$ cat src/rtl/audio_stats_pkg.sv
// Shared types and defaults for the audio statistics monitor.
package audio_stats_pkg;

  localparam int SMPL_W_DEF  = 16;
  localparam int LOG_WIN_DEF = 10;

  typedef logic signed [SMPL_W_DEF-1:0] smpl_t;

  typedef enum logic [1:0] {
    IDLE    = 2'd0,
    ACCUM   = 2'd1,
    PUBLISH = 2'd2
  } state_e;

  // Sign change between consecutive samples; zero counts as non-negative.
  function automatic logic sign_chg(input logic prev_msb, input logic cur_msb);
    return prev_msb ^ cur_msb;
  endfunction

endpackage

$ cat src/rtl/audio_stats_mon_if.sv
// Sample stream in, per-window statistics out.
interface audio_stats_mon_if #(
  parameter int SMPL_W  = 16,
  parameter int LOG_WIN = 10
);

  logic               smpl_vld;
  logic [SMPL_W-1:0]  lft_smpl;
  logic [SMPL_W-1:0]  rht_smpl;
  logic               clr;
  logic [SMPL_W-1:0]  lft_max;
  logic [SMPL_W-1:0]  lft_min;
  logic [SMPL_W-1:0]  rht_max;
  logic [SMPL_W-1:0]  rht_min;
  logic [LOG_WIN-1:0] lft_xing;
  logic [LOG_WIN-1:0] rht_xing;
  logic [SMPL_W-1:0]  lft_avg;
  logic [SMPL_W-1:0]  rht_avg;
  logic               stats_vld;

  modport master (
    output smpl_vld, lft_smpl, rht_smpl, clr,
    input  lft_max, lft_min, rht_max, rht_min,
    input  lft_xing, rht_xing, lft_avg, rht_avg, stats_vld
  );

  modport slave (
    input  smpl_vld, lft_smpl, rht_smpl, clr,
    output lft_max, lft_min, rht_max, rht_min,
    output lft_xing, rht_xing, lft_avg, rht_avg, stats_vld
  );

endinterface

$ cat src/rtl/audio_stats_mon_chnl_stats.sv
// One channel's window accumulators (max/min/sum/crossings) and published results.
module chnl_stats
  import audio_stats_pkg::*;
#(
  parameter int LOG_WIN = LOG_WIN_DEF,
  parameter int SMPL_W  = SMPL_W_DEF
) (
  input  logic                     clk,
  input  logic                     rst,
  input  logic                     init_i,
  input  logic                     acc_i,
  input  logic                     pub_i,
  input  logic signed [SMPL_W-1:0] smpl_i,
  output logic signed [SMPL_W-1:0] max_o,
  output logic signed [SMPL_W-1:0] min_o,
  output logic [LOG_WIN-1:0]       xing_o,
  output logic signed [SMPL_W-1:0] avg_o
);

  localparam int SUM_W = SMPL_W + LOG_WIN;

  logic signed [SMPL_W-1:0] max_q, max_d;
  logic signed [SMPL_W-1:0] min_q, min_d;
  logic signed [SUM_W-1:0]  sum_q, sum_d;
  logic [LOG_WIN-1:0]       xing_q, xing_d;
  logic signed [SMPL_W-1:0] prev_q, prev_d;
  logic signed [SUM_W-1:0]  smpl_ext_s;
  logic signed [SMPL_W-1:0] avg_s;

  assign smpl_ext_s = $signed({{LOG_WIN{smpl_i[SMPL_W-1]}}, smpl_i});
  // Floor division by the window length; always fits back into a sample.
  assign avg_s      = SMPL_W'(sum_q >>> LOG_WIN);

  // Next-state for the running accumulators.
  always_comb begin
    max_d  = max_q;
    min_d  = min_q;
    sum_d  = sum_q;
    xing_d = xing_q;
    prev_d = prev_q;
    if (init_i) begin
      max_d  = smpl_i;
      min_d  = smpl_i;
      sum_d  = smpl_ext_s;
      xing_d = {LOG_WIN{1'b0}};
      prev_d = smpl_i;
    end else if (acc_i) begin
      if (smpl_i > max_q) begin
        max_d = smpl_i;
      end else begin
        max_d = max_q;
      end
      if (smpl_i < min_q) begin
        min_d = smpl_i;
      end else begin
        min_d = min_q;
      end
      sum_d  = sum_q + smpl_ext_s;
      xing_d = xing_q + LOG_WIN'(sign_chg(prev_q[SMPL_W-1], smpl_i[SMPL_W-1]));
      prev_d = smpl_i;
    end else begin
      prev_d = prev_q;
    end
  end

  // Accumulator registers.
  always_ff @(posedge clk) begin
    if (rst) begin
      max_q  <= '0;
      min_q  <= '0;
      sum_q  <= '0;
      xing_q <= '0;
      prev_q <= '0;
    end else begin
      max_q  <= max_d;
      min_q  <= min_d;
      sum_q  <= sum_d;
      xing_q <= xing_d;
      prev_q <= prev_d;
    end
  end

  // Published results hold until the next completed window.
  always_ff @(posedge clk) begin
    if (rst) begin
      max_o  <= '0;
      min_o  <= '0;
      xing_o <= '0;
      avg_o  <= '0;
    end else if (pub_i) begin
      max_o  <= max_q;
      min_o  <= min_q;
      xing_o <= xing_q;
      avg_o  <= avg_s;
    end else begin
      max_o  <= max_o;
      min_o  <= min_o;
      xing_o <= xing_o;
      avg_o  <= avg_o;
    end
  end

endmodule

$ cat src/rtl/audio_stats_mon.sv
// Windowed per-channel audio statistics: shared sequencing FSM plus two channel units.
module audio_stats_mon
  import audio_stats_pkg::*;
#(
  parameter int LOG_WIN = LOG_WIN_DEF,
  parameter int SMPL_W  = SMPL_W_DEF
) (
  input  logic             clk,
  input  logic             rst,
  audio_stats_mon_if.slave bus
);

  localparam int             CNT_W    = LOG_WIN + 1;
  localparam logic [CNT_W-1:0] LAST_CNT = CNT_W'((1 << LOG_WIN) - 1);

  state_e           state_q;
  logic [CNT_W-1:0] cnt_q;
  logic             stats_vld_q;
  logic             accept_s;
  logic             init_s;
  logic             acc_s;
  logic             pub_s;

  assign accept_s = bus.smpl_vld & ~bus.clr;

  // Decode channel controls; a sample in PUBLISH opens the next window.
  always_comb begin
    init_s = 1'b0;
    acc_s  = 1'b0;
    pub_s  = 1'b0;
    case (state_q)
      IDLE:    init_s = accept_s;
      ACCUM:   acc_s  = accept_s;
      PUBLISH: begin
        pub_s  = ~bus.clr;
        init_s = accept_s;
      end
      default: begin
        init_s = 1'b0;
        acc_s  = 1'b0;
        pub_s  = 1'b0;
      end
    endcase
  end

  // Window sequencing FSM with sample counter and registered valid pulse.
  always_ff @(posedge clk) begin
    if (rst) begin
      state_q     <= IDLE;
      cnt_q       <= '0;
      stats_vld_q <= 1'b0;
    end else if (bus.clr) begin
      state_q     <= IDLE;
      cnt_q       <= '0;
      stats_vld_q <= 1'b0;
    end else begin
      case (state_q)
        IDLE: begin
          stats_vld_q <= 1'b0;
          if (bus.smpl_vld) begin
            state_q <= ACCUM;
            cnt_q   <= CNT_W'(1);
          end
        end
        ACCUM: begin
          stats_vld_q <= 1'b0;
          if (bus.smpl_vld) begin
            cnt_q <= cnt_q + CNT_W'(1);
            if (cnt_q == LAST_CNT) begin
              state_q <= PUBLISH;
            end
          end
        end
        PUBLISH: begin
          stats_vld_q <= 1'b1;
          if (bus.smpl_vld) begin
            state_q <= ACCUM;
            cnt_q   <= CNT_W'(1);
          end else begin
            state_q <= IDLE;
            cnt_q   <= '0;
          end
        end
        default: begin
          state_q     <= IDLE;
          cnt_q       <= '0;
          stats_vld_q <= 1'b0;
        end
      endcase
    end
  end

  assign bus.stats_vld = stats_vld_q;

  chnl_stats #(.LOG_WIN(LOG_WIN), .SMPL_W(SMPL_W)) u_lft (
    .clk    (clk),
    .rst    (rst),
    .init_i (init_s),
    .acc_i  (acc_s),
    .pub_i  (pub_s),
    .smpl_i ($signed(bus.lft_smpl)),
    .max_o  (bus.lft_max),
    .min_o  (bus.lft_min),
    .xing_o (bus.lft_xing),
    .avg_o  (bus.lft_avg)
  );

  chnl_stats #(.LOG_WIN(LOG_WIN), .SMPL_W(SMPL_W)) u_rht (
    .clk    (clk),
    .rst    (rst),
    .init_i (init_s),
    .acc_i  (acc_s),
    .pub_i  (pub_s),
    .smpl_i ($signed(bus.rht_smpl)),
    .max_o  (bus.rht_max),
    .min_o  (bus.rht_min),
    .xing_o (bus.rht_xing),
    .avg_o  (bus.rht_avg)
  );

endmodule

$ cat src/flat_wrapper.sv
// flat-port wrapper written by rule: the top's interface ports become plain ports
module audio_stats_mon_flat import audio_stats_pkg::*;
#(
  parameter int LOG_WIN = LOG_WIN_DEF,
  parameter int SMPL_W  = SMPL_W_DEF
)
  (clk, rst, bus_smpl_vld, bus_lft_smpl, bus_rht_smpl, bus_clr, bus_lft_max, bus_lft_min, bus_rht_max, bus_rht_min, bus_lft_xing, bus_rht_xing, bus_lft_avg, bus_rht_avg, bus_stats_vld);
  audio_stats_mon_if #(.SMPL_W(SMPL_W), .LOG_WIN(LOG_WIN)) bus_i ();
  input  logic clk;
  input  logic rst;
  input wire logic [$bits(bus_i.smpl_vld)-1:0] bus_smpl_vld;
  input wire logic [$bits(bus_i.lft_smpl)-1:0] bus_lft_smpl;
  input wire logic [$bits(bus_i.rht_smpl)-1:0] bus_rht_smpl;
  input wire logic [$bits(bus_i.clr)-1:0] bus_clr;
  output wire logic [$bits(bus_i.lft_max)-1:0] bus_lft_max;
  output wire logic [$bits(bus_i.lft_min)-1:0] bus_lft_min;
  output wire logic [$bits(bus_i.rht_max)-1:0] bus_rht_max;
  output wire logic [$bits(bus_i.rht_min)-1:0] bus_rht_min;
  output wire logic [$bits(bus_i.lft_xing)-1:0] bus_lft_xing;
  output wire logic [$bits(bus_i.rht_xing)-1:0] bus_rht_xing;
  output wire logic [$bits(bus_i.lft_avg)-1:0] bus_lft_avg;
  output wire logic [$bits(bus_i.rht_avg)-1:0] bus_rht_avg;
  output wire logic [$bits(bus_i.stats_vld)-1:0] bus_stats_vld;
  assign bus_i.smpl_vld = bus_smpl_vld;
  assign bus_i.lft_smpl = bus_lft_smpl;
  assign bus_i.rht_smpl = bus_rht_smpl;
  assign bus_i.clr = bus_clr;
  assign bus_lft_max = bus_i.lft_max;
  assign bus_lft_min = bus_i.lft_min;
  assign bus_rht_max = bus_i.rht_max;
  assign bus_rht_min = bus_i.rht_min;
  assign bus_lft_xing = bus_i.lft_xing;
  assign bus_rht_xing = bus_i.rht_xing;
  assign bus_lft_avg = bus_i.lft_avg;
  assign bus_rht_avg = bus_i.rht_avg;
  assign bus_stats_vld = bus_i.stats_vld;
  audio_stats_mon #(.LOG_WIN(LOG_WIN), .SMPL_W(SMPL_W)) u_core (.clk(clk), .rst(rst), .bus(bus_i));
endmodule
$ cat config.mk
export PLATFORM = sky130hd
export DESIGN_NAME = audio_stats_mon_flat
export DESIGN_NICKNAME = d
export VERILOG_FILES = /design/src/rtl/audio_stats_pkg.sv /design/src/rtl/audio_stats_mon_if.sv /design/src/rtl/audio_stats_mon_chnl_stats.sv /design/src/rtl/audio_stats_mon.sv /design/src/flat_wrapper.sv
export SDC_FILE = /design/constraint.sdc
export NUM_CORES = 1
export LEC_CHECK = 0
export BUFFER_PORTS_ARGS = -buffer_cell sky130_fd_sc_hd__buf_2
export CELL_PAD_IN_SITES_DETAIL_PLACEMENT = 1
export CELL_PAD_IN_SITES_GLOBAL_PLACEMENT = 1
export CORE_ASPECT_RATIO = 0.6
export CORE_MARGIN = 10
export CORE_UTILIZATION = 49
export CTS_CLUSTER_DIAMETER = 60
export DETAILED_ROUTE_END_ITERATION = 10
export GPL_TIMING_DRIVEN = 0
export PLACE_DENSITY = 0.83
export SETUP_SLACK_MARGIN = 0.05
export SLEW_MARGIN = 15
export SYNTH_ARGS = -nofsm -noshare
export SYNTH_HDL_FRONTEND = slang
export SYNTH_HIERARCHICAL = 1
export SYNTH_SLANG_ARGS = --single-unit
$ cat constraint.sdc
create_clock -name clk -period 6.81 [get_ports clk]
set_input_delay 0.3405 -clock clk [delete_from_list [all_inputs] [get_ports clk]]
set_output_delay 0.3405 -clock clk [all_outputs]
set_load 0.05 [all_outputs]
; Word level (Yosys, flattened, before mapping)
; Index checks and enable logic that the tools add are counted.
[classes]
order_cmp = 4
add_sub_neg = 5
n_bitwise = 4
n_eq_ne = 6
reduce_logical = 15
muxes = 33
[ops]
columns = operator, count
row1 = 2-to-1 mux 16 bit, 16
row2 = 2-to-1 mux 26 bit, 4
row3 = adder 26 x 16 -> 26 bit, 2
row4 = case mux 11 bit (3 select lines), 1
row5 = greater-than comparator 16 bit, 2
row6 = less-than comparator 16 bit, 2
row7 = 2-to-1 mux 11 bit, 2
row8 = adder 10 x 1 -> 10 bit, 2
row9 = "adder 11 x 1 -> 11 bit, second input constant", 1
row10 = "== test 11 x 10 -> 1 bit, second input constant", 1
row11 = AND reduction 2 bit, 5
row12 = nonzero test 2 bit, 5
row13 = 2-to-1 mux 1 bit, 6
row14 = 2-to-1 mux 2 bit, 3
row15 = case mux 2 bit (3 select lines), 1
row16 = OR reduction 2 bit, 3
row17 = "!= test 2 bit, second input constant", 2
row18 = AND reduction 3 bit, 1
row19 = "== test 2 x 1 -> 1 bit, second input constant", 1
row20 = "== test 2 bit, second input constant", 1
row21 = logical NOT 2 bit, 1
row22 = "!= test 2 x 1 -> 1 bit, second input constant", 1
row23 = bitwise XOR 1 bit, 2
row24 = AND 1 bit, 1
row25 = NOT 1 bit, 1
[totals]
inputBits = 36
register_bits = 298
output_inout_bits = 117

; Depth between registers and ports, before layout
; Gate-level depths: netlist of run 1.
[logic_depth]
word_depth = 5
ltp_mapped = 12
ltp_nobuf = 10

; By module
; Netlist of run 1, hierarchy kept.
[by_module_without_submodules]
columns = mod, area_each_um2, seq_area_each_um2, instances, cells_each
row1 = chnl_stats (u_core.u_lft), 7140.6, 2542.4, 1, 791
row2 = chnl_stats (u_core.u_rht), 6881.6, 2542.4, 1, 778
row3 = audio_stats_mon, 671.9, 280.3, 1, 72

; Least setup slack after synthesis of run 1
; OpenSTA, ideal clock, no wires.
[synth_timing]
path_kind = input port to flip-flop
startpoint = input bus_lft_smpl[1]
endpoint = register u_core.u_lft.sum_q[11]
path_stages = 9
arrival_time_ns = 2.519
t_required_ns = 6.695
setup_slack_ns = 4.177
setup_time_ns = 0.115
cell_sequence = ha_1 -> a211oi_1 -> o21bai_1 -> o31ai_1 -> o21bai_1 -> a21o_2 -> a31oi_1 -> mux2_2 -> a2111oi_0
[synth_between]
elab_chain_len = 3
[synth_lines]
columns = element, line
row1 = start: declaration, flat_wrapper.sv:12  ; input wire logic [$bits(bus_i.lft_smpl)-1:0] bus_lft_smpl;
row2 = adder 26 x 16 -> 26 bit, audio_stats_mon_chnl_stats.sv:58  ; sum_d = sum_q + smpl_ext_s;
row3 = 2-to-1 mux 26 bit, audio_stats_mon_chnl_stats.sv:47  ; end else if (acc_i) begin
row4 = 2-to-1 mux 26 bit, audio_stats_mon_chnl_stats.sv:41  ; if (init_i) begin
row5 = end signal: assignment, audio_stats_mon_chnl_stats.sv:77  ; sum_q <= sum_d;
row6 = end: declaration, audio_stats_mon_chnl_stats.sv:24  ; logic signed [SUM_W-1:0] sum_q, sum_d;
; Every way passes these cells. The select of a mux whose other input is x is not followed.
; A chain may end at the register's enable or synchronous reset.

; Worst setup path in the final report of run 1
[layout_timing]
startpoint = register u_core.u_rht.max_q[15]
endpoint = register u_core.u_rht.max_q[13]
[layout_between]
elab_chain_len = 3
[layout_lines]
columns = element, line
row1 = start: declaration, audio_stats_mon_chnl_stats.sv:22  ; logic signed [SMPL_W-1:0] max_q, max_d;
row2 = start signal: assignment, audio_stats_mon_chnl_stats.sv:75  ; max_q <= max_d;
row3 = greater-than comparator 16 bit, audio_stats_mon_chnl_stats.sv:48  ; if (smpl_i > max_q) begin
row4 = nonzero test 2 bit (no source line), -
row5 = AND reduction 2 bit (no source line), -
; Every way passes these cells.

==> results.ini, run 1 <==
[global_routing]
grt_max_degree=19
overflow=0
grt.busiest_layer=met2
grt_pass1_wl_mm=78.1
grtUsageMet2=0.386
use_met3=0.0502
grt_pass1_vias=13581
track_usage=0.256
antenna_found_initial=1
grt_use_met1=0.371

[clocking]
clockBufferDepth=3
cts_resized=0
cts_sinks=268
htreeDepth=1
numCtsBuffers=27
cts_root_buffer=clkbuf_16
cts.clk_slew.worst_paths_ns=0.06
cts_tree=done
holdBufCountCts=0
post_cts_buffers=0
worstSkewPairLatency_ns=0.57

[floorplan]
initial_core_util=0.504
die_area_mm2=0.0375
io_pins=153
die_w_um=244
die_h_um=154
row_count=48
core_area_mm2=0.0291

[synth]
synth_seq_area_share=0.365
synth_area_leader_cell=dfxtp_1
syn-cell-area_mm2=0.0147
synth.top_cell.area_share=0.365
synth.area.top_cells=dfxtp_1 37%, mux2i_1 13%, ha_1 10%
synth-main-ff-cell=dfxtp_1
synth_cell_types=86
async_flop_share=0
synth_cells=1641
synth_edf_count=0
syn-num-nets=1796
ys_ff_latch=268
synth_area_per_cell_um2=8.95
ys_warn_count=6

[route]
drt_iter0_drc=1040
drt_drc_violations_left=0
wl_mm=49.9
via_per_inst=5.90
drt-wirelength-per-cell_um=22.3
antenna_left=0
dr_total_vias=13223
first_pass_iters=5

[worst_setup_path]
cp_num_cells=10
timing.rr.start=u_core/u_rht/max_q[15]
worstSetupStartpoint=u_core/u_rht/max_q[15]
crit_arrival_ns=3.75
worstSetupPathType=register to register
crit_family=simple AND/OR/NAND/NOR gates
r2r-end=u_core/u_rht/max_q[13]
r2r_slack_ns=3.46
worstPathCellList=inv_1 -> ha_1 -> nand4_1 -> nor4_1 -> a21boi_1 -> or4_4 -> o221ai_4 -> buf_12 -> mux2i_1 -> nor2_1
endpoint_kind=register
slowest_stage=nor4_1
critical_path_required_ns=7.21
rr_worst_depth=10
crit_path_max_fanout=10
slowest_delay_ns=0.88
worstSetupEndpoint=u_core/u_rht/max_q[13]
start_kind=register
cp_num_buf_inv=2

[sta]
tns_ns=0
hold_viol_final=0
worst_pin_slew_ns=0.998
fin_crit_sh=0.491
skew_ns=0.0214
setup_violations=0
maxSlewHeadroom=0.335
holdWs_ns=0.101
rsz0062_at_grt=no
slew_violations=0
max_clock_freq_mhz=299
fin_crit_ns=3.35

[final_layout]
drive_above_1_share=0.134
final_cells=2241
antennaDiodeCount=0
area_delta_synth_final_pct=14.7
reg_top3=u_core/u_lft/sum_q: 26 flops, u_core/u_rht/sum_q: 26 flops
layout.nets=1976
nFillCells=3501
fin_util=0.579

[pwr]
internal-power_mw=2.76
p_seq_frac=0.432
combPwrFrac=0.161
finalPower_mw=3.83
p_switching_mw=1.07
leakagePower_nw=7.23
clockPowerShare=0.407
p_per_area_mw_per_mm2=227
swShare=0.280
ir_drop_uv=197

[flow_run]
maxCapViolCount=0

[place]
numPortBuffers=151
dp_cells=2192
routabilityCongestion=0.951
dpl.hpwl_mm=37.6

[run_status]
status=complete, no violations

[min_path]
hp-class=input pin to register

[worst reg2reg max path, delay by kind of cell (launching register included)]
family                     cells  cell delay, ns
AOI/OAI and AO/OA              2            0.68
buffers and inverters          2            0.30
DFF                            1            0.35
muxes                          1            0.18
and+or+nand+nor                4            1.35
adders and majority gates      1            0.33
[synthesized netlist by cell type (10+ instances only)]
library cell,n
a21oi_1,117
nand4_1,26
nor3_1,12
nand2_1,75
xor2_1,36
nand2b_1,41
o21a_1,10
and3_1,10
inv_1,88
nor2b_1,10
nor2_1,247
a221oi_1,11
mux2i_1,195
clkbuf_1,51
xnor2_1,22
o21ai_0,38
o22ai_1,15
buf_1,12
nand3_1,17
a21o_1,43
a31oi_1,10
ha_1,117
or3_1,13
a211oi_1,16
dfxtp_1,268
[kinds of logic after synthesis]
kind of cell,Yosys count,synth area share
flip-flops,268,0.365
multiplexers,197,0.134
adder cells (fa/ha/maj),119,0.102
XOR/XNOR,58,0.0346
AND/OR/NAND/NOR,489,0.155
AO/OA/AOI/OAI,335,0.154
buffers and inverters,175,0.0545
[area by class of cell]
cell class                      instances  area [µm²]  share of cell area
Multi-Input combinational cell       1198        8530               0.506
Sequential cell                       268        5370               0.318
Clock buffer                           41         788              0.0468
Timing Repair Buffer                  151         756              0.0448
Tap cell                              400         500              0.0297
Buffer                                 87         470              0.0279
Inverter                               88         330              0.0196
Clock inverter                          8         119             0.00705
[how the worst min path moves through the flow]
stage / start / end / cells after the start
floorplan: rst / u_core/bus.stats_vld / 1
global placement: u_core/u_lft/prev_q[15] / u_core/u_lft/prev_q[15] / 2
detailed placement: u_core/u_lft/prev_q[15] / u_core/u_lft/prev_q[15] / 2
CTS: bus_clr / u_core/cnt_q[0] / 2
global route: bus_clr / u_core/cnt_q[0] / 2
finish: bus_clr / u_core/cnt_q[0] / 2
[layout by cell type, fill, tap and decap left out, types with 36 or more instances in the layout]
master,instances
nor2_1,247
nand2b_1,41
nand2_1,75
mux2i_1,195
o21ai_0,38
clkbuf_1,59
buf_2,157
inv_1,88
dfxtp_1,268
a21o_1,43
ha_1,117
a21oi_1,117
xor2_1,36
[power groups by stage]
stage          sequential, mW  combinational, mW  clock, mW
6_report                 1.66              0.619       1.56
5_1_grt                  1.66              0.674       1.66
4_1_cts                  1.65              0.604       1.58
3_5_place_dp             1.69              0.592          0
3_3_place_gp             1.69              0.559          0
2_1_floorplan            1.67              0.421          0
[stage by stage]
stage          instance area (µm²)  worst slack, ns
6_report                     16900             3.46
5_1_grt                      16900             3.36
4_1_cts                      16900             3.56
3_5_place_dp                 16000             3.34
3_3_place_gp                 16000             3.43
2_1_floorplan                14700             4.18
[routing by layer]
metal  vias to the layer above  wire (µm)  share of wire
met1                      6603      24200           0.48
met3                        56       3870          0.077
met5                         -         11        0.00022
met4                         2        785          0.016
li1                       6142          -              -
met2                       420      21100           0.42
(Power assumes the default switching activity.)
==> run 2: changes to the inputs <==
--- a/config.mk
+++ b/config.mk
@@ -10,11 +10,11 @@
 export CELL_PAD_IN_SITES_GLOBAL_PLACEMENT = 1
 export CORE_ASPECT_RATIO = 0.6
 export CORE_MARGIN = 10
-export CORE_UTILIZATION = 49
+export CORE_UTILIZATION = 41
 export CTS_CLUSTER_DIAMETER = 60
 export DETAILED_ROUTE_END_ITERATION = 10
 export GPL_TIMING_DRIVEN = 0
-export PLACE_DENSITY = 0.83
+export PLACE_DENSITY = 0.73
 export SETUP_SLACK_MARGIN = 0.05
 export SLEW_MARGIN = 15
 export SYNTH_ARGS = -nofsm -noshare
==> constraint.sdc (replaced) <==
create_clock -name clk -period 2.8 [get_ports clk]
set_input_delay 0.14 -clock clk [delete_from_list [all_inputs] [get_ports clk]]
set_output_delay 0.14 -clock clk [all_outputs]
set_load 0.05 [all_outputs]
==> results.ini, run 2 (same netlist as run 1, synthesis figures left out) <==
[floorplan]
die_w_um=264  ; +8.6%
die_area_mm2=0.0441  ; +17%
row_count=53  ; +10%
io_pins=153  ; unchanged
core_area_mm2=0.0352  ; +21%
die_h_um=167  ; +8.1%
initial_core_util=0.417  ; -0.0872

[clocking]
cts_root_buffer=clkbuf_16
clockBufferDepth=3  ; unchanged
cts.clk_slew.worst_paths_ns=0.07  ; about the same
numCtsBuffers=29  ; +7.4%
worstSkewPairLatency_ns=0.58  ; about the same
cts_tree=done
cts_sinks=268  ; unchanged
htreeDepth=1  ; unchanged

[pwr]
finalPower_mw=9.81  ; +160%
leakagePower_nw=7.61  ; +5.3%
ir_drop_uv=429  ; +120%
p_per_area_mw_per_mm2=547  ; +140%

[final_layout]
reg_top3=u_core/u_lft/sum_q: 26 flops, u_core/u_rht/sum_q: 26 flops
final_area_mm2=0.0179  ; +6.4%
layout_common_cells=257 x dfxtp_1, 246 x nor2_1, 192 x mux2i_1, 158 x buf_2, 115 x a21oi_1
drive_above_1_share=0.178  ; +0.0441
final_common_cell=dfxtp_1
area_delta_synth_final_pct=22.0
fin_util=0.509  ; -0.0696
layout.nets=2034  ; +2.9%

[sta]
skew_ns=0.0207  ; -0.000643 ns
maxSlewHeadroom=0.411  ; +0.0764
fin_crit_sh=0.976
slew_violations=0  ; unchanged
max_clock_freq_mhz=366
setup_violations=0  ; unchanged
tns_ns=0  ; unchanged
rsz0062_at_grt=yes
fin_crit_ns=2.73
hold_viol_final=0  ; unchanged
worst_pin_slew_ns=0.883  ; -0.115 ns

[flow_run]
maxCapViolCount=0  ; unchanged

[worst_setup_path]
endpoint_kind=register
crit_path_max_fanout=6  ; -4
slowest_stage=or4_4
start_kind=input pin
critical_path_required_ns=3.23  ; -3.98 ns
crit_arrival_ns=3.16  ; -0.59 ns
worstPathCellList=dlygate4sd3_1 -> buf_2 -> ha_1 -> nand4_1 -> nor4_4 -> buf_4 -> a21boi_4 -> or4_4 -> o221ai_4 -> buf_6 -> mux2i_1 -> nor2_1
worstSetupPathType=input pin to register
slowest_delay_ns=0.56  ; -0.32 ns

[route]
drt-wirelength-per-cell_um=21.7  ; -2.6%
drt_drc_violations_left=0  ; unchanged
dr_total_vias=13193  ; -0.23%
drt_iter0_drc=805  ; -23%
wl_mm=51.4  ; +3.0%
first_pass_iters=5  ; unchanged
via_per_inst=5.57  ; -5.7%
antenna_left=0  ; unchanged

[global_routing]
grt_pass1_vias=13354  ; -1.7%
use_met3=0.0509  ; +0.000717
grt_max_degree=19  ; unchanged
grtUsageMet2=0.318  ; -0.0682
grt_use_met1=0.333  ; -0.0380
track_usage=0.223  ; -0.0332
grt_pass1_wl_mm=79.2  ; +1.4%
antenna_found_initial=0  ; -1
overflow=0  ; unchanged
grt.busiest_layer=met1

[place]
routabilityCongestion=0.939  ; -1.2%
dpl.hpwl_mm=38.6  ; +2.5%
numPortBuffers=151  ; unchanged
dpl_cell_area_mm2=0.0160  ; +0.53%

[min_path]
hp-class=input pin to register

[run_status]
status=complete, no violations

==> run 2: path summary, 6_finish.rpt <==
check                          start                      end  slack, ns  cells after the start
min reg2reg  u_core/u_lft/prev_q[15]  u_core/u_lft/prev_q[15]       0.48                      2
min                 bus_rht_smpl[15]   u_core/u_rht/min_q[15]       0.13                      3
max                 bus_rht_smpl[14]    u_core/u_rht/max_q[8]       0.07                     12
max reg2reg   u_core/u_rht/max_q[15]    u_core/u_rht/max_q[8]       0.07                     11
==> run 2: what timing repair did <==
action	in CTS	in global routing
buffers inserted	4	19
gates cloned	0	0
pin swaps	4	21
gates resized for setup	33	55
setup endpoints to repair	136	89
hold endpoints to repair	93	0
hold buffers	34	0
==> run 2: worst max-delay path: cells and delay by family <==
kind | cells | cell delay (ns)
and+or+nand+nor | 4 | 0.90
adders and majority gates | 1 | 0.29
buffers and inverters | 4 | 1.16
AOI/OAI and AO/OA | 2 | 0.41
muxes | 1 | 0.24
==> run 2: stage by stage <==
step	hold slack [ns]	worst slack, ns	instances
2_1_floorplan	0.212	0.195	1641
4_1_cts	0.0818	0.0567	2350
6_report	0.134	0.0665	2370
5_1_grt	0.145	0.0228	2369
3_5_place_dp	0.405	-0.702	2259
3_3_place_gp	0.401	-0.651	2259
==> run 2: cell type report <==
| class | count | area (µm²) |
|---|---|---|
| diodes | 1 | 2.50 |
| plain buffers | 86 | 497 |
| clock buffers | 35 | 788 |
| clock inverters | 19 | 228 |
| fillers | 4114 | 17300 |
| inverters | 88 | 330 |
| multi-input cells | 1198 | 8840 |
| flip-flops and latches | 268 | 5380 |
| well taps | 467 | 584 |
| repair buffers | 208 | 1280 |
==> run 2: power by group <==
group          internal (mW)  switching [mW]
sequential              3.92           0.103
combinational          0.659           0.980
clock                   2.40            1.75
total                   6.98            2.83
==> run 2: routing by layer <==
metal | vias up | part of all wire
met5 | - | 0
met4 | 0 | 0.016
met3 | 52 | 0.068
met2 | 340 | 0.41
met1 | 6524 | 0.51
li1 | 6277 | -
